File: src/rtl/hwacc_icm_lookup_arbiter_pkg.sv
// Shared definitions for the ICM lookup arbiter and its round-robin picker.
//   - arb_state_e     : FSM state encoding (3-bit, one value per phase)
//   - DEFAULT_*       : default sizing for requester count and bus widths
//   - rr_wrap()       : single-subtract modulo used by the round-robin scan
package hwacc_icm_lookup_arbiter_pkg;

  localparam int DEFAULT_REQ_NUM             = 4;
  localparam int DEFAULT_ICM_ENTRY_NUM_LOG   = 16;
  localparam int DEFAULT_ICM_ADDR_WIDTH      = 64;
  localparam int DEFAULT_PHYSICAL_ADDR_WIDTH = 64;

  typedef enum logic [2:0] {
    ST_IDLE     = 3'd1,
    ST_ISSUE    = 3'd2,
    ST_WAIT_RSP = 3'd3,
    ST_DELIVER  = 3'd4
  } arb_state_e;

  // idx is at most 2n-1 in every caller, so one conditional subtract is a
  // full modulo and avoids a divider for non-power-of-two n.
  function automatic int rr_wrap(input int idx, input int n);
    return (idx >= n) ? idx - n : idx;
  endfunction

endpackage

File: src/rtl/hwacc_icm_lookup_arbiter_if.sv
// ICM mapping table channel: one lookup request (entry index) and one
// mapping response (ICM address + physical address), each valid/ready.
//   master : the side issuing lookups and consuming responses (arbiter)
//   slave  : the mapping table
interface hwacc_icm_lookup_arbiter_if
  import hwacc_icm_lookup_arbiter_pkg::*;
#(
  parameter int ICM_ENTRY_NUM_LOG   = DEFAULT_ICM_ENTRY_NUM_LOG,
  parameter int ICM_ADDR_WIDTH      = DEFAULT_ICM_ADDR_WIDTH,
  parameter int PHYSICAL_ADDR_WIDTH = DEFAULT_PHYSICAL_ADDR_WIDTH
);

  logic                           lookup_valid;
  logic [ICM_ENTRY_NUM_LOG-1:0]   lookup_head;
  logic                           lookup_ready;
  logic                           rsp_valid;
  logic [ICM_ADDR_WIDTH-1:0]      rsp_icm_addr;
  logic [PHYSICAL_ADDR_WIDTH-1:0] rsp_phy_addr;
  logic                           rsp_ready;

  modport master (
    output lookup_valid, lookup_head, rsp_ready,
    input  lookup_ready, rsp_valid, rsp_icm_addr, rsp_phy_addr
  );

  modport slave (
    input  lookup_valid, lookup_head, rsp_ready,
    output lookup_ready, rsp_valid, rsp_icm_addr, rsp_phy_addr
  );

endinterface

File: src/rtl/hwacc_rr_picker.sv
// Combinational round-robin picker.
//   req        in  N   request vector
//   last_grant in  IW  index granted last time; the scan starts one past it
//   gnt        out N   one-hot winner (all zero when nothing requests)
//   gnt_idx    out IW  binary index of the winner
//   any_gnt    out 1   at least one request present
module hwacc_rr_picker
  import hwacc_icm_lookup_arbiter_pkg::*;
#(
  parameter  int N  = DEFAULT_REQ_NUM,
  localparam int IW = (N > 1) ? $clog2(N) : 1
) (
  input  logic [N-1:0]  req,
  input  logic [IW-1:0] last_grant,
  output logic [N-1:0]  gnt,
  output logic [IW-1:0] gnt_idx,
  output logic          any_gnt
);

  int            idx;
  logic [IW-1:0] sel;

  // Scan last_grant+1 .. last_grant+N (wrapped); the first hit wins, so the
  // previous winner is checked last.
  always_comb begin
    gnt     = '0;
    gnt_idx = '0;
    any_gnt = 1'b0;
    idx     = 0;
    sel     = '0;
    for (int k = 1; k <= N; k++) begin
      idx = rr_wrap(int'(last_grant) + k, N);
      sel = IW'(idx);
      if (!any_gnt && req[sel]) begin
        any_gnt  = 1'b1;
        gnt[sel] = 1'b1;
        gnt_idx  = sel;
      end
    end
  end

endmodule

File: src/rtl/hwacc_icm_lookup_arbiter.sv
// Shares the single ICM mapping lookup channel among REQ_NUM context-
// management threads. One lookup is outstanding at a time; the winner is
// chosen round-robin and the mapping response is returned only to it.
//   clk, rst          clock; asynchronous active-high reset
//   req_lookup_*      per-thread lookup request (valid, packed head, ready)
//   req_rsp_*         one-hot response valid, shared address buses,
//                     per-thread response ready
//   icm_mapping       master side of the mapping table channel
// Sequence: IDLE (accept) -> ISSUE (lookup) -> WAIT_RSP -> DELIVER -> IDLE.
module hwacc_icm_lookup_arbiter
  import hwacc_icm_lookup_arbiter_pkg::*;
#(
  parameter int REQ_NUM             = DEFAULT_REQ_NUM,
  parameter int ICM_ENTRY_NUM_LOG   = DEFAULT_ICM_ENTRY_NUM_LOG,
  parameter int ICM_ADDR_WIDTH      = DEFAULT_ICM_ADDR_WIDTH,
  parameter int PHYSICAL_ADDR_WIDTH = DEFAULT_PHYSICAL_ADDR_WIDTH
) (
  input  logic                                 clk,
  input  logic                                 rst,
  input  logic [REQ_NUM-1:0]                   req_lookup_valid,
  input  logic [REQ_NUM*ICM_ENTRY_NUM_LOG-1:0] req_lookup_head,
  output logic [REQ_NUM-1:0]                   req_lookup_ready,
  output logic [REQ_NUM-1:0]                   req_rsp_valid,
  output logic [ICM_ADDR_WIDTH-1:0]            req_rsp_icm_addr,
  output logic [PHYSICAL_ADDR_WIDTH-1:0]       req_rsp_phy_addr,
  input  logic [REQ_NUM-1:0]                   req_rsp_ready,
  hwacc_icm_lookup_arbiter_if.master           icm_mapping
);

  localparam int IW = (REQ_NUM > 1) ? $clog2(REQ_NUM) : 1;

  arb_state_e                     state_q, state_d;
  logic [IW-1:0]                  last_grant_q, last_grant_d;
  logic [IW-1:0]                  grant_q, grant_d;
  logic [ICM_ENTRY_NUM_LOG-1:0]   head_q, head_d;
  logic [ICM_ADDR_WIDTH-1:0]      icm_addr_q, icm_addr_d;
  logic [PHYSICAL_ADDR_WIDTH-1:0] phy_addr_q, phy_addr_d;

  logic [REQ_NUM-1:0] pick_gnt;
  logic [IW-1:0]      pick_idx;
  logic               pick_any;
  logic [REQ_NUM-1:0] grant_sel;

  hwacc_rr_picker #(.N(REQ_NUM)) u_picker (
    .req        (req_lookup_valid),
    .last_grant (last_grant_q),
    .gnt        (pick_gnt),
    .gnt_idx    (pick_idx),
    .any_gnt    (pick_any)
  );

  // One-hot decode of the latched grant; routes the response and masks
  // response-ready from threads that do not own the current lookup.
  for (genvar g = 0; g < REQ_NUM; g++) begin : g_sel
    assign grant_sel[g] = (grant_q == IW'(g));
  end

  always_comb begin
    state_d      = state_q;
    last_grant_d = last_grant_q;
    grant_d      = grant_q;
    head_d       = head_q;
    icm_addr_d   = icm_addr_q;
    phy_addr_d   = phy_addr_q;

    req_lookup_ready         = '0;
    req_rsp_valid            = '0;
    req_rsp_icm_addr         = '0;
    req_rsp_phy_addr         = '0;
    icm_mapping.lookup_valid = 1'b0;
    icm_mapping.lookup_head  = '0;
    icm_mapping.rsp_ready    = 1'b0;

    unique case (state_q)
      ST_IDLE: begin
        // Accept is combinational on the requester's valid; it is held off
        // while rst is high so no thread sees a handshake the flops drop.
        if (pick_any && !rst) begin
          req_lookup_ready = pick_gnt;
          grant_d          = pick_idx;
          head_d           = req_lookup_head[int'(pick_idx)*ICM_ENTRY_NUM_LOG +: ICM_ENTRY_NUM_LOG];
          state_d          = ST_ISSUE;
        end
      end
      ST_ISSUE: begin
        icm_mapping.lookup_valid = 1'b1;
        icm_mapping.lookup_head  = head_q;
        if (icm_mapping.lookup_ready) state_d = ST_WAIT_RSP;
      end
      ST_WAIT_RSP: begin
        icm_mapping.rsp_ready = 1'b1;
        if (icm_mapping.rsp_valid) begin
          icm_addr_d = icm_mapping.rsp_icm_addr;
          phy_addr_d = icm_mapping.rsp_phy_addr;
          state_d    = ST_DELIVER;
        end
      end
      ST_DELIVER: begin
        req_rsp_valid    = grant_sel;
        req_rsp_icm_addr = icm_addr_q;
        req_rsp_phy_addr = phy_addr_q;
        // Priority pointer moves only once the owner has taken its answer.
        if (|(grant_sel & req_rsp_ready)) begin
          last_grant_d = grant_q;
          state_d      = ST_IDLE;
        end
      end
      default: state_d = ST_IDLE;
    endcase
  end

  always_ff @(posedge clk or posedge rst) begin
    if (rst) begin
      state_q      <= ST_IDLE;
      last_grant_q <= IW'(REQ_NUM - 1);
      grant_q      <= '0;
      head_q       <= '0;
      icm_addr_q   <= '0;
      phy_addr_q   <= '0;
    end else begin
      state_q      <= state_d;
      last_grant_q <= last_grant_d;
      grant_q      <= grant_d;
      head_q       <= head_d;
      icm_addr_q   <= icm_addr_d;
      phy_addr_q   <= phy_addr_d;
    end
  end

endmodule

File: src/flat_wrapper.sv
// flat-port wrapper written by rule: the top's interface ports become plain ports
module hwacc_icm_lookup_arbiter_flat import hwacc_icm_lookup_arbiter_pkg::*;
#(
  parameter int REQ_NUM             = DEFAULT_REQ_NUM,
  parameter int ICM_ENTRY_NUM_LOG   = DEFAULT_ICM_ENTRY_NUM_LOG,
  parameter int ICM_ADDR_WIDTH      = DEFAULT_ICM_ADDR_WIDTH,
  parameter int PHYSICAL_ADDR_WIDTH = DEFAULT_PHYSICAL_ADDR_WIDTH
)
  (clk, rst, req_lookup_valid, req_lookup_head, req_lookup_ready, req_rsp_valid, req_rsp_icm_addr, req_rsp_phy_addr, req_rsp_ready, icm_mapping_lookup_valid, icm_mapping_lookup_head, icm_mapping_rsp_ready, icm_mapping_lookup_ready, icm_mapping_rsp_valid, icm_mapping_rsp_icm_addr, icm_mapping_rsp_phy_addr);
  hwacc_icm_lookup_arbiter_if #(.ICM_ENTRY_NUM_LOG(ICM_ENTRY_NUM_LOG), .ICM_ADDR_WIDTH(ICM_ADDR_WIDTH), .PHYSICAL_ADDR_WIDTH(PHYSICAL_ADDR_WIDTH)) icm_mapping_i ();
  input  logic clk;
  input  logic rst;
  input  logic [REQ_NUM-1:0] req_lookup_valid;
  input  logic [REQ_NUM*ICM_ENTRY_NUM_LOG-1:0] req_lookup_head;
  output logic [REQ_NUM-1:0] req_lookup_ready;
  output logic [REQ_NUM-1:0] req_rsp_valid;
  output logic [ICM_ADDR_WIDTH-1:0] req_rsp_icm_addr;
  output logic [PHYSICAL_ADDR_WIDTH-1:0] req_rsp_phy_addr;
  input  logic [REQ_NUM-1:0] req_rsp_ready;
  output wire logic [$bits(icm_mapping_i.lookup_valid)-1:0] icm_mapping_lookup_valid;
  output wire logic [$bits(icm_mapping_i.lookup_head)-1:0] icm_mapping_lookup_head;
  output wire logic [$bits(icm_mapping_i.rsp_ready)-1:0] icm_mapping_rsp_ready;
  input wire logic [$bits(icm_mapping_i.lookup_ready)-1:0] icm_mapping_lookup_ready;
  input wire logic [$bits(icm_mapping_i.rsp_valid)-1:0] icm_mapping_rsp_valid;
  input wire logic [$bits(icm_mapping_i.rsp_icm_addr)-1:0] icm_mapping_rsp_icm_addr;
  input wire logic [$bits(icm_mapping_i.rsp_phy_addr)-1:0] icm_mapping_rsp_phy_addr;
  assign icm_mapping_lookup_valid = icm_mapping_i.lookup_valid;
  assign icm_mapping_lookup_head = icm_mapping_i.lookup_head;
  assign icm_mapping_rsp_ready = icm_mapping_i.rsp_ready;
  assign icm_mapping_i.lookup_ready = icm_mapping_lookup_ready;
  assign icm_mapping_i.rsp_valid = icm_mapping_rsp_valid;
  assign icm_mapping_i.rsp_icm_addr = icm_mapping_rsp_icm_addr;
  assign icm_mapping_i.rsp_phy_addr = icm_mapping_rsp_phy_addr;
  hwacc_icm_lookup_arbiter #(.REQ_NUM(REQ_NUM), .ICM_ENTRY_NUM_LOG(ICM_ENTRY_NUM_LOG), .ICM_ADDR_WIDTH(ICM_ADDR_WIDTH), .PHYSICAL_ADDR_WIDTH(PHYSICAL_ADDR_WIDTH)) u_core (.clk(clk), .rst(rst), .req_lookup_valid(req_lookup_valid), .req_lookup_head(req_lookup_head), .req_lookup_ready(req_lookup_ready), .req_rsp_valid(req_rsp_valid), .req_rsp_icm_addr(req_rsp_icm_addr), .req_rsp_phy_addr(req_rsp_phy_addr), .req_rsp_ready(req_rsp_ready), .icm_mapping(icm_mapping_i));
endmodule
File: config.mk
export PLATFORM = sky130hd
export DESIGN_NAME = hwacc_icm_lookup_arbiter_flat
export DESIGN_NICKNAME = d
export VERILOG_FILES = /design/src/rtl/hwacc_icm_lookup_arbiter_pkg.sv /design/src/rtl/hwacc_icm_lookup_arbiter_if.sv /design/src/rtl/hwacc_rr_picker.sv /design/src/rtl/hwacc_icm_lookup_arbiter.sv /design/src/flat_wrapper.sv
export SDC_FILE = /design/constraint.sdc
export NUM_CORES = 1
export LEC_CHECK = 0
export BUFFER_PORTS_ARGS = -buffer_cell sky130_fd_sc_hd__buf_2
export CAP_MARGIN = 20
export CORE_MARGIN = 5
export CORE_UTILIZATION = 35
export DETAILED_ROUTE_END_ITERATION = 10
export GPL_ROUTABILITY_DRIVEN = 0
export GPL_TIMING_DRIVEN = 0
export MAX_ROUTING_LAYER = met4
export PLACE_DENSITY = 0.71
export SLEW_MARGIN = 5
export SYNTH_ARGS = -nofsm -noshare
export SYNTH_HDL_FRONTEND = slang
export SYNTH_SLANG_ARGS = --single-unit
File: constraint.sdc
create_clock -name clk -period 15 [get_ports clk]
set_input_delay 3.75 -clock clk [delete_from_list [all_inputs] [get_ports clk]]
set_output_delay 3.75 -clock clk [all_outputs]
set_load 0.05 [all_outputs]
==> results of run 1 <==
==> cells in the mapped netlist, drive strengths merged, types with 15 or more instances <==
cell     instances
mux2i           52
nand3           17
dfrtp          148
a2111o          16
and2            17
mux2           134
inv             21
a2111oi         15
nand2           15
nor2            30
a221o           19
o221ai          16
clkbuf          60
a21oi           23
and3           129
buf             19
==> layout make-up <==
class | count | area, um^2 | share of cell area
diodes | 8 | 20.02 | 0.001732
plain buffers | 79 | 336.6 | 0.02913
clock buffers | 17 | 425.4 | 0.03681
clock inverters | 15 | 193.9 | 0.01678
inverters | 21 | 86.33 | 0.007471
multi-input cells | 543 | 4492 | 0.3887
flip-flops and latches | 151 | 3782 | 0.3273
well taps | 324 | 405.4 | 0.03508
repair buffers | 358 | 1814 | 0.1570
==> through the flow <==
step	hold slack, ps	power, mW	area [um^2]
5_1_grt	505.0	2.445	11560
4_1_cts	500.0	2.304	11530
3_3_place_gp	478.0	1.819	10880
2_1_floorplan	470.6	1.535	8690
3_5_place_dp	483.8	1.850	10910
6_report	498.7	2.297	11560
==> worst max-delay path by stage <==
stage                                     end  slack (ps)
after global placement    req_lookup_ready[0]        5140
after global routing      req_lookup_ready[0]        4900
final                     req_lookup_ready[0]        5070
after floorplan           req_lookup_ready[0]        5310
after detailed placement  req_lookup_ready[0]        5090
after CTS                 req_lookup_ready[0]        5080
==> where the power goes <==
part           leakage (nW)  switching, mW  internal (mW)
Clock                 0.299          0.214          0.228
Sequential             1.80         0.0998          0.618
Combinational          4.02          0.682          0.455
==> worst max-delay path, delay by kind of cell <==
kind	cells	cell delay [ps]
compound gates	2	530
buf+inv	5	1150
mux	1	550
simple gates	1	180
==> metal layers <==
metal	global-route usage	wire, um
met3	0.06459	2781
met4	0.08433	1167
met5	-	0
met1	0.2529	11870
met2	0.3696	15150
==> cells by family (layout without fill, tap and decap cells) <==
logic type | after synthesis | count (layout) | share of synthesized area
AO/OA/AOI/OAI | 122 | 122 | 0.1136
adder cells (fa/ha/maj) | 8 | 8 | 0.01152
buffers and inverters | 100 | 490 | 0.04781
flip-flops | 151 | 151 | 0.4353
multiplexers | 190 | 190 | 0.2454
other | 0 | 8 | 0
AND/OR/NAND/NOR | 223 | 223 | 0.1464
==> sequential cells by signal, summed over array words and instances, names as in the netlist <==
register,cells
u_core.phy_addr_q,64
u_core.grant_q,2
u_core.last_grant_q,2
u_core.icm_addr_q,64
u_core.state_q,3
u_core.head_q,16
==> summary.txt, run 1 <==
STA
  – Number of setup violations in the final report: 0
  – Period utilization: 0.6621
  – Total Neg Setup Slack: 0 ps
  – RSZ-0062 raised after global routing: no
  – Rel. slew slack: 0.2878
  – Slack of the critical path: just over 5000 ps
  – Number of slew-limit violations in the final report: 0
  – Tmin final: 9931 ps
  – Final hold violation count: 0
  – Transition time at the pin with the least slew margin: 1041 ps
  – Clock skew after layout: a little under 20 ps
  – Max Clock Freq: 0.1007 GHz

Die
  – FP Rows: 57
  – Ports placed on the boundary: 358
  – Initial Util: 0.3563
  – Chip Height: 167.6 um
  – Horizontal die dimension: 167.6 um
  – Die Outline Area: 28080 um^2
  – Placeable Area: between 20000 and 25000 um^2

Synth
  – Share of flip-flops with an asynchronous set or reset after synthesis: 1.000
  – Flip-flop and latch count after synthesis: approximately 150
  – Primary flip-flop cell chosen by synthesis mapping: dfrtp_1
  – Cell types with the largest area share after synthesis: dfrtp_1 (43%), mux2_2 (17%), and3_1 (9.3%), mux2i_1 (5.9%), clkbuf_1 (2.6%)
  – Distinct cell type count of the synthesized netlist: 46
  – Mapped Cells: 794
  – Cell Area, Synth: 8690 um^2
  – Ys Warns: 0
  – Number of flops mapped to enable cells by yosys: 0
  – Sequential element share of the synthesized area: 0.4353
  – Post-synthesis area per instance: 10.94 um^2
  – Post-synth top area cell: dfrtp_1
  – Post-synthesis net count: 1006
  – Area share of the largest cell type after synthesis: 0.4262

Finish
  – Filler cell count in the final layout: about 2300
  – Fin cells: 1516
  – Layout cells sized above 1: 0.4696
  – Most common cell after layout, fill and taps aside: buf_2
  – Net total in the final layout: roughly 1400
  – Commonest cells after routing, fill and taps aside: buf_2 (371), dfrtp_1 (148), mux2_2 (134), and3_1 (129), clkbuf_1 (60)
  – Growth of design area from synthesis to finish: 32.99%
  – Final design utilization: 0.4738

Clock tree
  – Worst-Skew Late Latency: approximately 430 ps
  – Clock Tree Buf Depth: 2
  – CTS tree: built
  – CTS clk-pin slew, worst paths: 70 ps
  – # clock sinks: 151
  – Clk root buf: clkbuf_16
  – Clock buffers created by TritonCTS: 17
  – Count of hold buffers inserted by post-cts repair: 0
  – Setup fix buffers added after clock tree synthesis: 0
  – H-tree levels: 4
  – Count of cells resized by post-cts repair: 0

Global route
  – Largest net degree at the start of global routing: 93
  – First-pass GRT wire length: a little under 50000 um
  – Global-route total usage across every layer: 0.2215
  – Vias in the first global route: 8559
  – Initial antenna violation count: 8
  – Total overflow reported by the global router: 0

Worst hold path
  – Hold_sp: u_core.phy_addr_q[59]
  – Min-Delay Path Depth: 1
  – Worst Hold End: u_core.phy_addr_q[59]
  – Worst hold path class: flip-flop to flip-flop

Detailed routing
  – Drt first pass iters: 5
  – WL final: 30970 um
  – Count of unresolved DRC violations after routing: 0
  – Average via count per standard cell: 5.322
  – Total via count in the routed design: 8068
  – Number of antenna-violating nets in the routed design: 0
  – Average wire per standard cell: 20.43 um
  – Number of DRC markers in iteration 0: 699

Placement
  – Port Buffers: between 300 and 400
  – Total instance count after detailed placement: 1475
  – DPL Wire Length: 23930 um
  – Post-place setup slack: 5092 ps

Flow run
  – MaxCap Viol Count: 0

Setup path
  – Worst path slowest cell: mux4_2
  – Critical path's largest stage delay: 550 ps
  – Critical setup path kind: input port to output pin
  – Cell count of the worst reg-to-reg path: 12
  – Most prevalent standard cell on the critical path: buf_2
  – CP Launch Type: input port
  – Reg-to-Reg End: u_core.head_q[10]
  – Capturing element type of the critical path: output pin
  – Cell Chain, Critical Path: buf_2 > buf_2 > mux4_2 > o41ai_2 > or3_1 > buf_2 > clkbuf_1 > a21oi_1 > buf_2
  – Largest fanout on the critical path: 10
  – Worst path required time: between 10000 and 15000 ps
  – Register-to-register path setup slack: about 10000 ps
  – Critical Path Start: req_lookup_valid[3]
  – Worst endpoint data arrival time: roughly 6200 ps
  – Worst r2r src: u_core.last_grant_q[0]

Status
  – Outcome: finished, final reports clean

Power and ir drop
  – IR drop worst, VDD: 0.09581 mV
  – Power density cells: 198.8 nW/um^2
  – Leak pwr: about 6 nW
(Power assumes the default switching activity.)
==> inputs of run 2 (changes only) <==
--- a/config.mk
+++ b/config.mk
@@ -5,6 +5,7 @@
 export SDC_FILE = /design/constraint.sdc
 export NUM_CORES = 1
 export LEC_CHECK = 0
+export ABC_AREA = 1
 export BUFFER_PORTS_ARGS = -buffer_cell sky130_fd_sc_hd__buf_2
 export CAP_MARGIN = 20
 export CORE_MARGIN = 5
@@ -13,7 +14,7 @@
 export GPL_ROUTABILITY_DRIVEN = 0
 export GPL_TIMING_DRIVEN = 0
 export MAX_ROUTING_LAYER = met4
-export PLACE_DENSITY = 0.71
+export PLACE_DENSITY = 0.72
 export SLEW_MARGIN = 5
 export SYNTH_ARGS = -nofsm -noshare
 export SYNTH_HDL_FRONTEND = slang
==> constraint.sdc (replaced) <==
create_clock -name clk -period 9.6 [get_ports clk]
set_input_delay 2.4 -clock clk [delete_from_list [all_inputs] [get_ports clk]]
set_output_delay 2.4 -clock clk [all_outputs]
set_load 0.05 [all_outputs]
==> summary.txt, run 2 <==
Clock tree
  – # clock sinks: 151 (unchanged)
  – Setup fix buffers added after clock tree synthesis: 0 (unchanged)
  – Clock Tree Buf Depth: 2 (unchanged)
  – Count of cells resized by post-cts repair: 0 (unchanged)
  – CTS clk-pin slew, worst paths: 70 ps (about the same)
  – Worst-Skew Late Latency: 420 ps (was 430 ps)
  – Clock buffers created by TritonCTS: 17 (unchanged)
  – H-tree levels: 4 (unchanged)
  – Clk root buf: clkbuf_16 (unchanged)
  – CTS tree: built (unchanged)
  – Count of hold buffers inserted by post-cts repair: 0 (unchanged)

Setup path
  – Largest fanout on the critical path: 10 (unchanged)
  – Worst path required time: 7200 ps (was 11250 ps)
  – Critical path's largest stage delay: 260 ps (was 550 ps)
  – Worst r2r src: u_core.last_grant_q[1] (was u_core.last_grant_q[0])
  – Critical Path Start: req_lookup_valid[2] (was req_lookup_valid[3])
  – Cell Chain, Critical Path: buf_2 > inv_1 > nand2_1 > nand3_2 > nand2_4 > nor2_8 > nand3_4 > nand2_1 > nor2_2 > buf_2 > nand2_1 > inv_1 > buf_2 (was buf_2 > buf_2 > mux4_2 > o41ai_2 > or3_1 > buf_2 > clkbuf_1 > a21oi_1 > buf_2)
  – Capturing element type of the critical path: output pin (unchanged)
  – Count of buffer and inverter cells on the critical path: 5 (unchanged)
  – Kind of cell adding the most delay to the critical path: simple AND/OR/NAND/NOR gates (was buffers and inverters)
  – CP Launch Type: input port (unchanged)
  – Worst endpoint data arrival time: 4040 ps (was 6180 ps)
  – Critical setup path kind: input port to output pin (unchanged)
  – Worst path slowest cell: buf_2 (was mux4_2)

Synth
  – Top cells by count, synth: nor2_1 (278), inv_1 (236), dfrtp_1 (148) (was dfrtp_1 (148), mux2_2 (134), and3_1 (129))
  – Cell Area, Synth: 8071 um^2 (was 8690 um^2)
  – Cell types with the largest area share after synthesis: dfrtp_1 (46%), nor2_1 (13%), inv_1 (11%), a21oi_1 (8.2%), nand2_1 (6.0%) (was dfrtp_1 (43%), mux2_2 (17%), and3_1 (9.3%), mux2i_1 (5.9%), clkbuf_1 (2.6%))
  – Share of synthesized cell area in and, or, nand and nor gates: 0.2742 (was 0.1464)
  – Post-synthesis area per instance: 7.175 um^2 (was 10.94 um^2)
  – Share of flip-flops with an asynchronous set or reset after synthesis: 1.000 (unchanged)
  – Most common cell in the synthesized netlist: nor2_1 (was dfrtp_1)
  – Sequential element share of the synthesized area: 0.4686 (was 0.4353)
  – Flip-flop and latch count after synthesis: 151 (unchanged)
  – Multiplexer share of the synthesized area: 0 (was 0.2454)
  – Synthesized-area fraction occupied by xor and xnor cells: 0 (unchanged)
  – Ys Warns: 0 (unchanged)
  – Share of the synthesized area in compound gates (AO/OA/AOI/OAI): 0.09688 (was 0.1136)
  – Combinational family with the most area after synthesis: simple AND/OR/NAND/NOR gates (was multiplexers)
  – Mapped Cells: 1125 (was 794)
  – Number of flops mapped to enable cells by yosys: 0 (unchanged)
  – Adder-cell share of the synthesized area: 0.01240 (was 0.01152)
  – Primary flip-flop cell chosen by synthesis mapping: dfrtp_1 (unchanged)
  – Distinct cell type count of the synthesized netlist: 32 (was 46)
  – Area share of the largest cell type after synthesis: 0.4588 (was 0.4262)
  – Post-synthesis net count: 1337 (was 1006)
  – Post-synth top area cell: dfrtp_1 (unchanged)

Power and ir drop
  – Leak pwr: 6.773 nW (was 6.116 nW)
  – IR drop worst, VDD: 0.1560 mV (was 0.09581 mV)
  – Power density cells: 339.5 nW/um^2 (was 198.8 nW/um^2)
  – Total chip power: 3.687 mW (was 2.297 mW)

Die
  – FP Rows: 55 (was 57)
  – Horizontal die dimension: 161.9 um (was 167.6 um)
  – Chip Height: 161.9 um (was 167.6 um)
  – Initial Util: 0.3554 (was 0.3563)
  – Ports placed on the boundary: 358 (unchanged)
  – Die Outline Area: 26200 um^2 (was 28080 um^2)
  – Placeable Area: 22710 um^2 (was 24390 um^2)

Detailed routing
  – Drt first pass iters: 5 (unchanged)
  – WL final: 26600 um (was 30970 um)
  – Count of unresolved DRC violations after routing: 0 (unchanged)
  – Number of antenna-violating nets in the routed design: 0 (unchanged)
  – Number of DRC markers in iteration 0: 352 (was 699)
  – Total via count in the routed design: 8290 (was 8068)
  – Average via count per standard cell: 4.603 (was 5.322)
  – Average wire per standard cell: 14.77 um (was 20.43 um)

Finish
  – Final design utilization: 0.4782 (was 0.4738)
  – Growth of design area from synthesis to finish: 34.54% (was 32.99%)
  – Most common cell after layout, fill and taps aside: buf_2 (unchanged)
  – Leading registers by flop count: u_core.icm_addr_q (64), u_core.phy_addr_q (64), u_core.head_q (16) (unchanged)
  – Layout cells sized above 1: 0.2919 (was 0.4696)
  – Fin cells: 1801 (was 1516)
  – Commonest cells after routing, fill and taps aside: buf_2 (369), nor2_1 (278), inv_1 (235), dfrtp_1 (148), a21oi_1 (133) (was buf_2 (371), dfrtp_1 (148), mux2_2 (134), and3_1 (129), clkbuf_1 (60))
  – Net total in the final layout: 1714 (was 1383)

Global route
  – Vias in the first global route: 8374 (was 8559)
  – First-pass GRT wire length: 42110 um (was 48020 um)
  – Initial antenna violation count: 2 (was 8)
  – Largest net degree at the start of global routing: 100 (was 93)
  – Global-route total usage across every layer: 0.2050 (was 0.2215)
  – Total overflow reported by the global router: 0 (unchanged)

STA
  – Number of setup violations in the final report: 0 (unchanged)
  – Rel. slew slack: 0.4441 (was 0.2878)
  – Hold Slack: 481.9 ps (was 498.7 ps)
  – RSZ-0062 raised after global routing: no (unchanged)
  – Max Clock Freq: between 0.15 and 0.2 GHz
  – Final hold violation count: 0 (unchanged)
  – Number of slew-limit violations in the final report: 0 (unchanged)
  – Transition time at the pin with the least slew margin: 833.9 ps (was 1041 ps)
  – Tmin final: 6435 ps
  – Period utilization: 0.6703
  – Clock skew after layout: 12.55 ps (was 19.67 ps)

Status
  – Outcome: finished, final reports clean (unchanged)

Placement
  – Port Buffers: 357 (was 356)
  – DPL Wire Length: 21160 um (was 23930 um)
  – Total instance count after detailed placement: 1768 (was 1475)

Flow run
  – MaxCap Viol Count: 0 (unchanged)

Worst hold path
  – Hold_sp: u_core.head_q[9] (was u_core.phy_addr_q[59])
  – Worst hold path class: flip-flop to flip-flop (unchanged)
[run 2: worst reg2reg max path: stages, from the launching register on]
cell	delay [ps]
dfstp_2	620
inv_1	170
ha_1	430
inv_1	130
nand3_1	100
nand2_1	120
a21oi_1	140
nand2_1	190
nand3_2	180
buf_2	240
nand2_1	80
nand3_1	100
nand2_1	60
nand2_1	50
nand2_1	50
[run 2: cell type report]
type	count	area [um^2]
antenna	2	5.005
buffer	61	275.3
clock buffer	17	425.4
clock inverter	14	178.9
fill	2318	11850
inverter	242	925.9
multi-input combinational	671	3095
sequential	151	3782
tap	285	356.6
timing repair buffer	358	1814
[run 2: report_power, final]
| group | internal, mW | switching, mW | total [mW] |
|---|---|---|---|
| registers | 0.925 | 0.0950 | 1.02 |
| clock network | 0.395 | 0.301 | 0.696 |
| logic | 0.585 | 1.39 | 1.97 |
[run 2: metal layers]
layer  up-vias  global-route usage  routed length, um
met2       318              0.3271              12420
met5         -                   -                  0
met4         0             0.06728                665
li1       4148                   -                  -
met3        41             0.04593               1932
met1      3783              0.2606              11590
[run 2: logic make-up after synthesis]
logic type | Yosys count
flops | 151
compound gates | 153
buf+inv | 303
fa+ha+maj | 8
simple gates | 510
[run 2: path summary, 6_finish.rpt]
kind,endpoint,slack [ps],cells past startpoint
max,req_lookup_ready[2],3160,13
min,u_core.head_q[9],480,2
max reg2reg,u_core.head_q[8],6840,14
min reg2reg,u_core.head_q[9],480,2
max in group asynchronous,u_core.state_q[0],6760,3
min in group asynchronous,u_core.icm_addr_q[24],1980,2
[run 2: per-stage QoR]
stage	setup TNS, ps	setup WS, ps	area, um^2
2_1_floorplan	0	449.9	8071
3_3_place_gp	-4928	-1234	10210
3_5_place_dp	0	3151	10250
4_1_cts	0	3146	10850
5_1_grt	0	3005	10860
6_report	0	3165	10860
